===== config.mk =====
export PLATFORM = sky130hd
export DESIGN_NAME = fixed_round_pipe_flat
export DESIGN_NICKNAME = d
export VERILOG_FILES = /design/src/rtl/fixed_round_pipe_if.sv /design/src/rtl/fixed_round_pipe.sv /design/src/flat_wrapper.sv
export SDC_FILE = /design/constraint.sdc
export NUM_CORES = 1
export LEC_CHECK = 0
export CORE_AREA = 5 5 46 77
export DETAILED_ROUTE_END_ITERATION = 10
export DIE_AREA = 0 0 51 82
export HOLD_SLACK_MARGIN = 0.06
export PLACE_DENSITY = 0.7
export SYNTH_ARGS = -nofsm -noshare
export SYNTH_HDL_FRONTEND = slang
export SYNTH_SLANG_ARGS = --single-unit
export TNS_END_PERCENT = 50

===== constraint.sdc =====
create_clock -name clk -period 1.45 [get_ports clk]
set_input_delay 0.145 -clock clk [delete_from_list [all_inputs] [get_ports clk]]
set_output_delay 0.145 -clock clk [all_outputs]
set_load 0.005 [all_outputs]

===== src/rtl/fixed_round_pipe_if.sv =====
// Valid/ready stream bundle for the fixed-point rounding pipe.
// The slave modport faces the rounding unit.
interface fixed_round_pipe_if #(
    parameter int W = 7
);
    logic         in_valid;
    logic         in_ready;
    logic [W-1:0] in_data;
    logic [2:0]   in_mode;
    logic         out_valid;
    logic         out_ready;
    logic [W-1:0] out_data;
    logic         out_oflag;

    modport slave (
        input  in_valid, in_data, in_mode, out_ready,
        output in_ready, out_valid, out_data, out_oflag
    );

    modport master (
        output in_valid, in_data, in_mode, out_ready,
        input  in_ready, out_valid, out_data, out_oflag
    );
endinterface


===== src/rtl/fixed_round_pipe.sv =====
// Two-stage streaming rounding unit for signed WI.WF fixed-point data.
// Modes: floor, ceil, trunc, half-up, half-even; 5-7 act as floor.
module fixed_round_pipe #(
    parameter int WI  = 3,
    parameter int WF  = 4,
    parameter int SAT = 1,
    parameter int CW  = 8
) (
    input  logic          clk,
    input  logic          rst_n,
    fixed_round_pipe_if.slave io,
    input  logic          clr_cnt,
    output logic [CW-1:0] ovf_cnt
);
    localparam int W = WI + WF;
    localparam logic [WF-1:0] HALF = WF'(1) << (WF - 1);
    localparam logic [WI-1:0] IMAX = {1'b0, {(WI-1){1'b1}}};

    logic          en;
    logic [WF-1:0] frac;
    logic          bump_d;

    logic          v1_q;
    logic [WI-1:0] ip1_q;
    logic          bump1_q;

    logic          v2_q;
    logic [W-1:0]  data2_q;
    logic          of2_q;
    logic [CW-1:0] cnt_q;

    logic [WI-1:0] ip_sum;
    logic          ovf_d;
    logic [W-1:0]  data_d;

    assign en          = ~v2_q | io.out_ready;
    assign io.in_ready = en;
    assign frac        = io.in_data[WF-1:0];

    always_comb begin
        bump_d = 1'b0;
        case (io.in_mode)
            3'd1:    bump_d = |frac;
            3'd2:    bump_d = io.in_data[W-1] & (|frac);
            3'd3:    bump_d = (frac >= HALF);
            3'd4:    bump_d = (frac > HALF) |
                              ((frac == HALF) & io.in_data[WF]);
            default: bump_d = 1'b0;
        endcase
    end

    // Only the integer field carries information past S1.
    always_comb begin
        ip_sum = ip1_q + WI'(bump1_q);
        ovf_d  = bump1_q & (ip1_q == IMAX);
        data_d = {ip_sum, {WF{1'b0}}};
        if (ovf_d && SAT != 0) data_d = {IMAX, {WF{1'b0}}};
    end

    always_ff @(posedge clk or negedge rst_n) begin
        if (!rst_n) begin
            v1_q    <= 1'b0;
            ip1_q   <= '0;
            bump1_q <= 1'b0;
            v2_q    <= 1'b0;
            data2_q <= '0;
            of2_q   <= 1'b0;
        end else if (en) begin
            v1_q <= io.in_valid;
            if (io.in_valid) begin
                ip1_q   <= io.in_data[W-1:WF];
                bump1_q <= bump_d;
            end
            v2_q <= v1_q;
            if (v1_q) begin
                data2_q <= data_d;
                of2_q   <= ovf_d;
            end
        end
    end

    always_ff @(posedge clk or negedge rst_n) begin
        if (!rst_n) begin
            cnt_q <= '0;
        end else if (clr_cnt) begin
            cnt_q <= '0;
        end else if (v2_q && io.out_ready && of2_q
                     && cnt_q != '1) begin
            cnt_q <= cnt_q + 1'b1;
        end
    end

    assign io.out_valid = v2_q;
    assign io.out_data  = data2_q;
    assign io.out_oflag = of2_q;
    assign ovf_cnt      = cnt_q;
endmodule


===== src/flat_wrapper.sv =====
// flat-port wrapper written by rule: the top's interface ports become plain ports
module fixed_round_pipe_flat 
#(
    parameter int WI  = 3,
    parameter int WF  = 4,
    parameter int SAT = 1,
    parameter int CW  = 8
)
  (clk, rst_n, clr_cnt, ovf_cnt, io_in_valid, io_in_data, io_in_mode, io_out_ready, io_in_ready, io_out_valid, io_out_data, io_out_oflag);
  fixed_round_pipe_if #(.W(7)) io_i ();
  input  logic clk;
  input  logic rst_n;
  input  logic clr_cnt;
  output logic [CW-1:0] ovf_cnt;
  input wire logic [$bits(io_i.in_valid)-1:0] io_in_valid;
  input wire logic [$bits(io_i.in_data)-1:0] io_in_data;
  input wire logic [$bits(io_i.in_mode)-1:0] io_in_mode;
  input wire logic [$bits(io_i.out_ready)-1:0] io_out_ready;
  output wire logic [$bits(io_i.in_ready)-1:0] io_in_ready;
  output wire logic [$bits(io_i.out_valid)-1:0] io_out_valid;
  output wire logic [$bits(io_i.out_data)-1:0] io_out_data;
  output wire logic [$bits(io_i.out_oflag)-1:0] io_out_oflag;
  assign io_i.in_valid = io_in_valid;
  assign io_i.in_data = io_in_data;
  assign io_i.in_mode = io_in_mode;
  assign io_i.out_ready = io_out_ready;
  assign io_in_ready = io_i.in_ready;
  assign io_out_valid = io_i.out_valid;
  assign io_out_data = io_i.out_data;
  assign io_out_oflag = io_i.out_oflag;
  fixed_round_pipe #(.WI(WI), .WF(WF), .SAT(SAT), .CW(CW)) u_core (.clk(clk), .rst_n(rst_n), .io(io_i), .clr_cnt(clr_cnt), .ovf_cnt(ovf_cnt));
endmodule

* Word-level counts from Yosys, hierarchy flattened
Cells that the tools add are included.
Widths: inputs -> output; s select.
** Operators by class
- Equality and inequality tests :: 7
- $lt $le $gt $ge :: 2
- Reductions and logical operators :: 7
- Muxes and demuxes :: 4
- $add $sub $neg :: 2
- Bitwise logic cells :: 6
** Operators by type and width (number)
- $mux 8 :: 2
- $eq 3x2->1 const B :: 3
- $add 8x1->8 const B :: 1
- $ne 8x8->1 const B :: 1
- $mux 7 :: 1
- $eq 4x4->1 const B :: 1
- $ge 4x4->1 const B :: 1
- $gt 4x4->1 const B :: 1
- $pmux 1 s4 :: 1
- $reduce_and 2->1 :: 2
- $reduce_or 4->1 :: 1
- $add 3x1->3 :: 1
- $and 1x1->1 :: 3
- $eq 3x1->1 const B :: 1
- $eq 3x3->1 const B :: 1
- $logic_and 1x1->1 :: 3
- $or 1x1->1 :: 2
- $reduce_bool 2->1 :: 1
- $not 1->1 :: 1
** Word-level totals
- Register bits :: 22
- Input bits :: 15
- Output and inout port bits :: 18

* Longest topological paths before layout
Gate-level depths: netlist of run 1.
- Word-level depth :: 5
- Gate-level depth with buffers :: 5
- Mapped depth without buffers :: 5

* Worst setup path before layout of run 1
Ideal clock, no wire load.
- Path type :: register -> register
- Start point :: reg u_core.cnt_q[0], in the netlist u_core.ovf_cnt[0]
- End point :: reg u_core.cnt_q[7], in the netlist u_core.ovf_cnt[7]
- Buffers on the path :: 0
- Data arrival time :: 1.304 ns
- Setup time :: 0.119 ns
- Cell stages (with the launch flop) :: 6
- Slack :: 0.026 ns
- Path through :: dfrtp_1 ha_1 nand3_1 o211ai_2 o21a_1 o21ba_2
** Between the ends
- Longest elaborated chain between the ends :: 3
- Elaborated cells between the ends (all ways) :: 6
** Ends and longest elaborated chain
- start, declared :: RTL line fixed_round_pipe.sv:30 : logic [CW-1:0] cnt_q;
- start signal, assigned :: RTL line fixed_round_pipe.sv:89 : cnt_q <= cnt_q + 1'b1;
- $add 8x1->8 or $ne 8x8->1 (tied branches) :: RTL line fixed_round_pipe.sv:89, fixed_round_pipe.sv:88
- $mux 8 or $logic_and 1x1->1 (tied branches) :: RTL line fixed_round_pipe.sv:87, fixed_round_pipe.sv:88
- $mux 8 or $reduce_bool 2->1 (tied branches)
Parallel ways exist; a longest one is shown, timed or not. The select of a mux whose other input is x is not followed.
A chain may end at the register's enable or synchronous reset.

* Final worst setup path of run 1
- Start point :: reg u_core.cnt_q[6], in the netlist u_core.ovf_cnt[6]
- End point :: out ovf_cnt[6]
** RTL lines
- end, declared :: RTL line flat_wrapper.sv:14 : output logic [CW-1:0] ovf_cnt;
No word-level cell between the ends.

==> impl_metrics.tcl, run 1 <==
set metrics [dict create \
    gp_congestion 0.710 \
    syn2layout_area_growth_pct 44.5 \
    antenna_left 0 \
    rsz0062_at_grt "yes" \
    hold_ws_ps 210 \
    postCtsHoldBufs 0 \
    max_freq_mhz 715 \
    fillers 282 \
    p_leak_nw 0.590 \
    die_width_um 51 \
    drive_gt1_frac 0.234 \
    cp-start-kind "register" \
    end_kind "primary output" \
    outcome "completed" \
    port_buffers 28 \
    place_hpwl_um 1870 \
    via_per_inst 5.26 \
    ys_types 34 \
    gr-total-overflow 0 \
    cts.reportedPaths.clkPinSlew_ps 70 \
    clk_path_buf_depth 2 \
    r2r.worst_path.cells 5 \
    initial_utilization 0.328 \
    slew_violations 0 \
    htreeDepth 1 \
    die_y_um 82 \
    coreArea_um2 2900 \
    ys_seq_area_frac 0.474 \
    io_pins 33 \
    synth.ff_latch_count 18 \
    avgSynthCellArea_um2 11.0 \
    antenna_found_initial 0 \
    std_cell_rows 26 \
    layout.nets 143 \
    cts_sinks 18 \
    skew_ps 4.26 \
    finalCriticalPeriod_ps 1400 \
    dr.first_iter.drc_count 22 \
    powerDensity_nw_per_um2 1010 \
    critPathArrivalTime_ps 1250 \
    ir_drop_mv 0.897 \
    totalWireLength_um 2260 \
    r2r_start "u_core.ovf_cnt[0]$_DFFE_PN0P_" \
    reg2reg_slack_ps 90 \
    antennaDiodeCount 0 \
    worstPathMaxFanout 3 \
    grt.total_usage 0.124 \
    syn_inst 86 \
    cts_buffers 3 \
    syn-cell-area_um2 950 \
    die-area_um2 4180 \
    grt_max_degree 19 \
    grt_pass1_vias 897 \
    vias 799 \
    drc_errors 0 \
    setup_viol 0 \
    post-route-period-util 0.964 \
    fin_ws_ps 51.9 \
    clk_latency_ps 260 \
    grt_pass1_wl_um 3800 \
    wl_per_cell_um 14.9 \
    r2r-end "u_core.ovf_cnt[7]$_DFFE_PN0P_" \
    path_class "register to primary output" \
    pre_cts_ws_ps -56.2 \
    drv_cap 0 \
    hold_path_class "input port to asynchronous set/reset pin" \
    cp.required_ps 1310 \
    yosys_warnings 0 \
    final-hold-violation-count 0 \
    drt_first_pass_iters 4 \
    root_buffer "clkbuf_8" \
    tritoncts "done" \
]
-- sequential cells by signal (all words and copies together) (netlist names) --
name,count
u_core.ovf_cnt,8
u_core.io.out_data,3
u_core.ip1_q,3
u_core.bump1_q,1
u_core.io.out_oflag,1
u_core.io.out_valid,1
u_core.v1_q,1
-- cell usage in the layout (no fill, tap or decap), drive strengths merged, types with 3 or more instances in the layout --
master         instances
and3                   3
clkdlybuf4s50         27
clkbuf                 4
buf                    8
mux2                   3
conb                   4
xor2                   5
o211ai                 4
nand3                  3
ha                     3
nand2                  6
o21ai                  4
dfrtp                 18
nor2                   7
-- metrics by stage --
| step | instance area (µm²) | std cells | util | power (mW) | setup TNS, ps |
|---|---|---|---|---|---|
| finish | 1370 | 152 | 0.474 | 1.39 | 0 |
| global route | 1370 | 152 | 0.474 | 1.48 | -21.2 |
| CTS | 1360 | 152 | 0.469 | 1.41 | 0 |
| detailed placement | 1290 | 147 | 0.446 | 0.985 | -98.5 |
| global placement | 1290 | 147 | 0.446 | 0.975 | -24.5 |
| floorplan | 961 | 89 | - | 0.772 | 0 |
-- per-layer routing --
| layer | part of all wire | global-route usage | vias to the layer above |
|---|---|---|---|
| met2 | 0.57 | 0.238 | 32 |
| met1 | 0.34 | 0.114 | 381 |
| met5 | 0 | 0 | - |
| li1 | - | - | 378 |
| met4 | 0.029 | 0.0782 | 0 |
| met3 | 0.063 | 0.0254 | 8 |
-- kinds of logic (layout without fill, tap and decap cells) --
family | Yosys count | count (layout) | share of synthesized area
other | 1 | 4 | 0.00395
adder cells (fa/ha/maj) | 3 | 3 | 0.0395
AO/OA/AOI/OAI | 19 | 19 | 0.169
AND/OR/NAND/NOR | 27 | 27 | 0.155
flip-flops | 18 | 18 | 0.474
XOR/XNOR | 7 | 7 | 0.0646
buffers and inverters | 7 | 42 | 0.0474
multiplexers | 4 | 4 | 0.0461
-- cells in the mapped netlist (all sizes together) --
library cell	instances	share of area
o2111ai	1	0.0092
clkbuf	1	0.0079
o22a	2	0.018
xnor2	2	0.018
nand4	1	0.013
a21oi	2	0.011
o21ba	1	0.011
buf	4	0.032
o211ai	4	0.037
dfrtp	18	0.47
mux2	3	0.036
nor3	2	0.011
conb	1	0.0039
nor4	1	0.0066
ha	3	0.040
inv	2	0.0079
xor2	5	0.046
nand4b	1	0.0092
and2	2	0.013
and3	3	0.021
nand2b	1	0.0066
nand3	3	0.021
nor2	7	0.030
mux2i	1	0.011
o21a	2	0.016
nand2	6	0.024
a2111oi	1	0.029
o22ai	2	0.013
o21ai	4	0.025
-- where the power goes --
| group | switching (mW) | internal [mW] |
|---|---|---|
| Clock | 0.169 | 0.241 |
| Sequential | 0.0538 | 0.574 |
| Combinational | 0.129 | 0.220 |
-- what timing repair did --
| item | CTS | global route |
|---|---|---|
| cloned | 0 | 0 |
| endpoints found under the setup margin | 4 | 14 |
| setup buffers | 1 | 0 |
| resized for setup | 1 | 7 |
-- area by class of cell --
class,instances,area (µm²),share of cell area
clock buffer,4,55.1,0.0401
inverter,2,7.51,0.00547
multi-input combinational,64,473,0.345
sequential,18,455,0.332
tap,28,35.0,0.0255
timing repair buffer,36,347,0.253
-- how the worst max path moves through the flow --
| stage | from | to | slack, ps | depth (start not counted) |
|---|---|---|---|---|
| floorplan | u_core.ovf_cnt[0]$_DFFE_PN0P_ | u_core.ovf_cnt[7]$_DFFE_PN0P_ | 30 | 5 |
| global placement | io_out_ready | io_in_ready | -20 | 3 |
| detailed placement | u_core.ovf_cnt[0]$_DFFE_PN0P_ | u_core.ovf_cnt[7]$_DFFE_PN0P_ | -60 | 5 |
| CTS | u_core.ovf_cnt[7]$_DFFE_PN0P_ | ovf_cnt[7] | 1 | 1 |
| global route | u_core.ovf_cnt[0]$_DFFE_PN0P_ | u_core.ovf_cnt[2]$_DFFE_PN0P_ | -20 | 5 |
| finish | u_core.ovf_cnt[6]$_DFFE_PN0P_ | ovf_cnt[6] | 50 | 2 |
-- critical path, stage by stage, from the launching register on --
cell and delay, ps:
dfrtp_1 380, buf_6 120, clkdlybuf4s50_1 490
(Power assumes the default switching activity.)
==> inputs of run 2 (changes only) <==
--- a/config.mk
+++ b/config.mk
@@ -10,6 +10,7 @@
 export DIE_AREA = 0 0 51 82
 export HOLD_SLACK_MARGIN = 0.06
 export PLACE_DENSITY = 0.7
+export SLEW_MARGIN = 20
 export SYNTH_ARGS = -nofsm -noshare
 export SYNTH_HDL_FRONTEND = slang
 export SYNTH_SLANG_ARGS = --single-unit
==> results of run 2 <==
Same layout as run 1: the final DEF is identical, and so are final timing and power.
==> inputs of run 3 (changes only) <==
--- a/config.mk
+++ b/config.mk
@@ -9,7 +9,7 @@
 export DETAILED_ROUTE_END_ITERATION = 10
 export DIE_AREA = 0 0 51 82
 export HOLD_SLACK_MARGIN = 0.06
-export PLACE_DENSITY = 0.7
+export PLACE_DENSITY = 0.67
 export SLEW_MARGIN = 20
 export SYNTH_ARGS = -nofsm -noshare
 export SYNTH_HDL_FRONTEND = slang
==> constraint.sdc (replaced) <==
create_clock -name clk -period 1.5 [get_ports clk]
set_input_delay 0.15 -clock clk [delete_from_list [all_inputs] [get_ports clk]]
set_output_delay 0.15 -clock clk [all_outputs]
set_load 0.005 [all_outputs]
==> impl_metrics.tcl, run 3 (synthesis results as in run 1) <==
set metrics [dict create \
    finalCriticalPeriod_ps 1470 \
    std_cell_rows 26 \
    cp-start-kind "register" \
    clk_latency_ps 260 \
    utilization 0.477 \
    r2r-end "u_core.ovf_cnt[7]$_DFFE_PN0P_" \
    crit_family "buffers and inverters" \
    fillers 276 \
    grt_pass1_vias 820 \
    die_width_um 51 \
    totalWireLength_um 2230 \
    io_pins 33 \
    via_per_inst 5.16 \
    seqCellArea_um2 450 \
    reg2reg_slack_ps 90 \
    slowest_stage "clkdlybuf4s50_1" \
    worstPathMaxFanout 5 \
    clk_path_buf_depth 2 \
    post-route-period-util 0.980 \
    r2r.worst_path.cells 5 \
    htreeDepth 1 \
    fin_cells 154 \
    root_buffer "clkbuf_8" \
    drv_cap 0 \
    initial_utilization 0.328 \
    cts_sinks 18 \
    slew_violations 0 \
    dr.first_iter.drc_count 21 \
    hold_path_class "input port to asynchronous set/reset pin" \
    drt_first_pass_iters 4 \
    place_hpwl_um 1780 \
    vias 795 \
    antennaDiodeCount 0 \
    skew_ps 5.30 \
    layout.nets 145 \
    p_leak_nw 0.602 \
    final-hold-violation-count 0 \
    cp.depth 1 \
    die-area_um2 4180 \
    multiInputGateArea_um2 478 \
    postCtsHoldBufs 0 \
    wl_per_cell_um 14.5 \
    die_y_um 82 \
    port_buffers 28 \
    powerDensity_nw_per_um2 981 \
    final_cell_mix "clkdlybuf4s50_1, dfrtp_1, buf_4" \
    dp.cells 147 \
    r2r_start "u_core.ovf_cnt[0]$_DFFE_PN0P_" \
    tritoncts "done" \
    antenna_left 0 \
    placedInstanceArea_um2 1290 \
    max_freq_mhz 681 \
    outcome "completed" \
    grt_max_degree 19 \
    ir_drop_mv 0.592 \
    end_kind "primary output" \
    grt.total_usage 0.116 \
    antenna_found_initial 0 \
    cts_buffers 3 \
    drc_errors 0 \
    largest_register_ff_count 8 \
    critPathArrivalTime_ps 1320 \
    path_buf_inv 1 \
    slowest_delay_ps 560 \
    cp.required_ps 1350 \
    gp_congestion 0.719 \
    setup_viol 0 \
    gr-total-overflow 0 \
    grt_pass1_wl_um 3660 \
    coreArea_um2 2900 \
    drive_gt1_frac 0.206 \
    final_area_um2 1380 \
    path_cells "clkdlybuf4s50_1" \
    layout_commonest_cell "clkdlybuf4s50_1" \
    path_class "register to primary output" \
    syn2layout_area_growth_pct 45.5 \
    cts.reportedPaths.clkPinSlew_ps 70 \
]
run 3: how the worst max path moves through the flow:
stage          slack (ps)                            start                       endpoint
3_5_place_dp          -30                     io_out_ready  u_core.ovf_cnt[7]$_DFFE_PN0P_
2_1_floorplan          80    u_core.ovf_cnt[0]$_DFFE_PN0P_  u_core.ovf_cnt[7]$_DFFE_PN0P_
3_3_place_gp           20                     io_out_ready  u_core.ovf_cnt[7]$_DFFE_PN0P_
5_1_grt             -0.06  u_core.io.out_valid$_DFFE_PN0N_                    io_in_ready
6_report               30    u_core.ovf_cnt[7]$_DFFE_PN0P_                     ovf_cnt[7]
4_1_cts                30  u_core.io.out_valid$_DFFE_PN0N_                    io_in_ready
run 3: where the power goes:
group          switching, mW  leakage [nW]  internal, mW
clock                  0.166        0.0288         0.233
sequential            0.0529         0.229         0.554
combinational          0.127         0.345         0.221
total                  0.346         0.602          1.01
run 3: through the flow:
stage	hold slack [ps]	TNS (ps)	setup WS, ps	power (mW)
6_report	214	0	30.7	1.36
5_1_grt	229	-0.0597	-0.0597	1.44
4_1_cts	231	0	30.9	1.35
3_5_place_dp	460	-26.9	-26.9	0.951
3_3_place_gp	456	0	17.4	0.945
2_1_floorplan	-146	0	76.5	0.746
run 3: cell type report:
class                   count  area share
well taps                  28      0.0254
flip-flops and latches     18       0.326
clock buffers               4      0.0399
repair buffers             38       0.257
inverters                   2     0.00543
multi-input cells          64       0.346
run 3: metal layers:
layer  global-route usage  share of wire
met2                0.227           0.57
met4               0.0404          0.013
met5                    0              0
met1                0.120           0.36
met3               0.0200          0.059
run 3: what timing repair did:
item	CTS	global route
gates cloned	0	0
endpoints found under the hold margin	0	0
endpoints found under the setup margin	2	2
pin swaps	0	0
buffers inserted	1	2
resized for setup	1	1
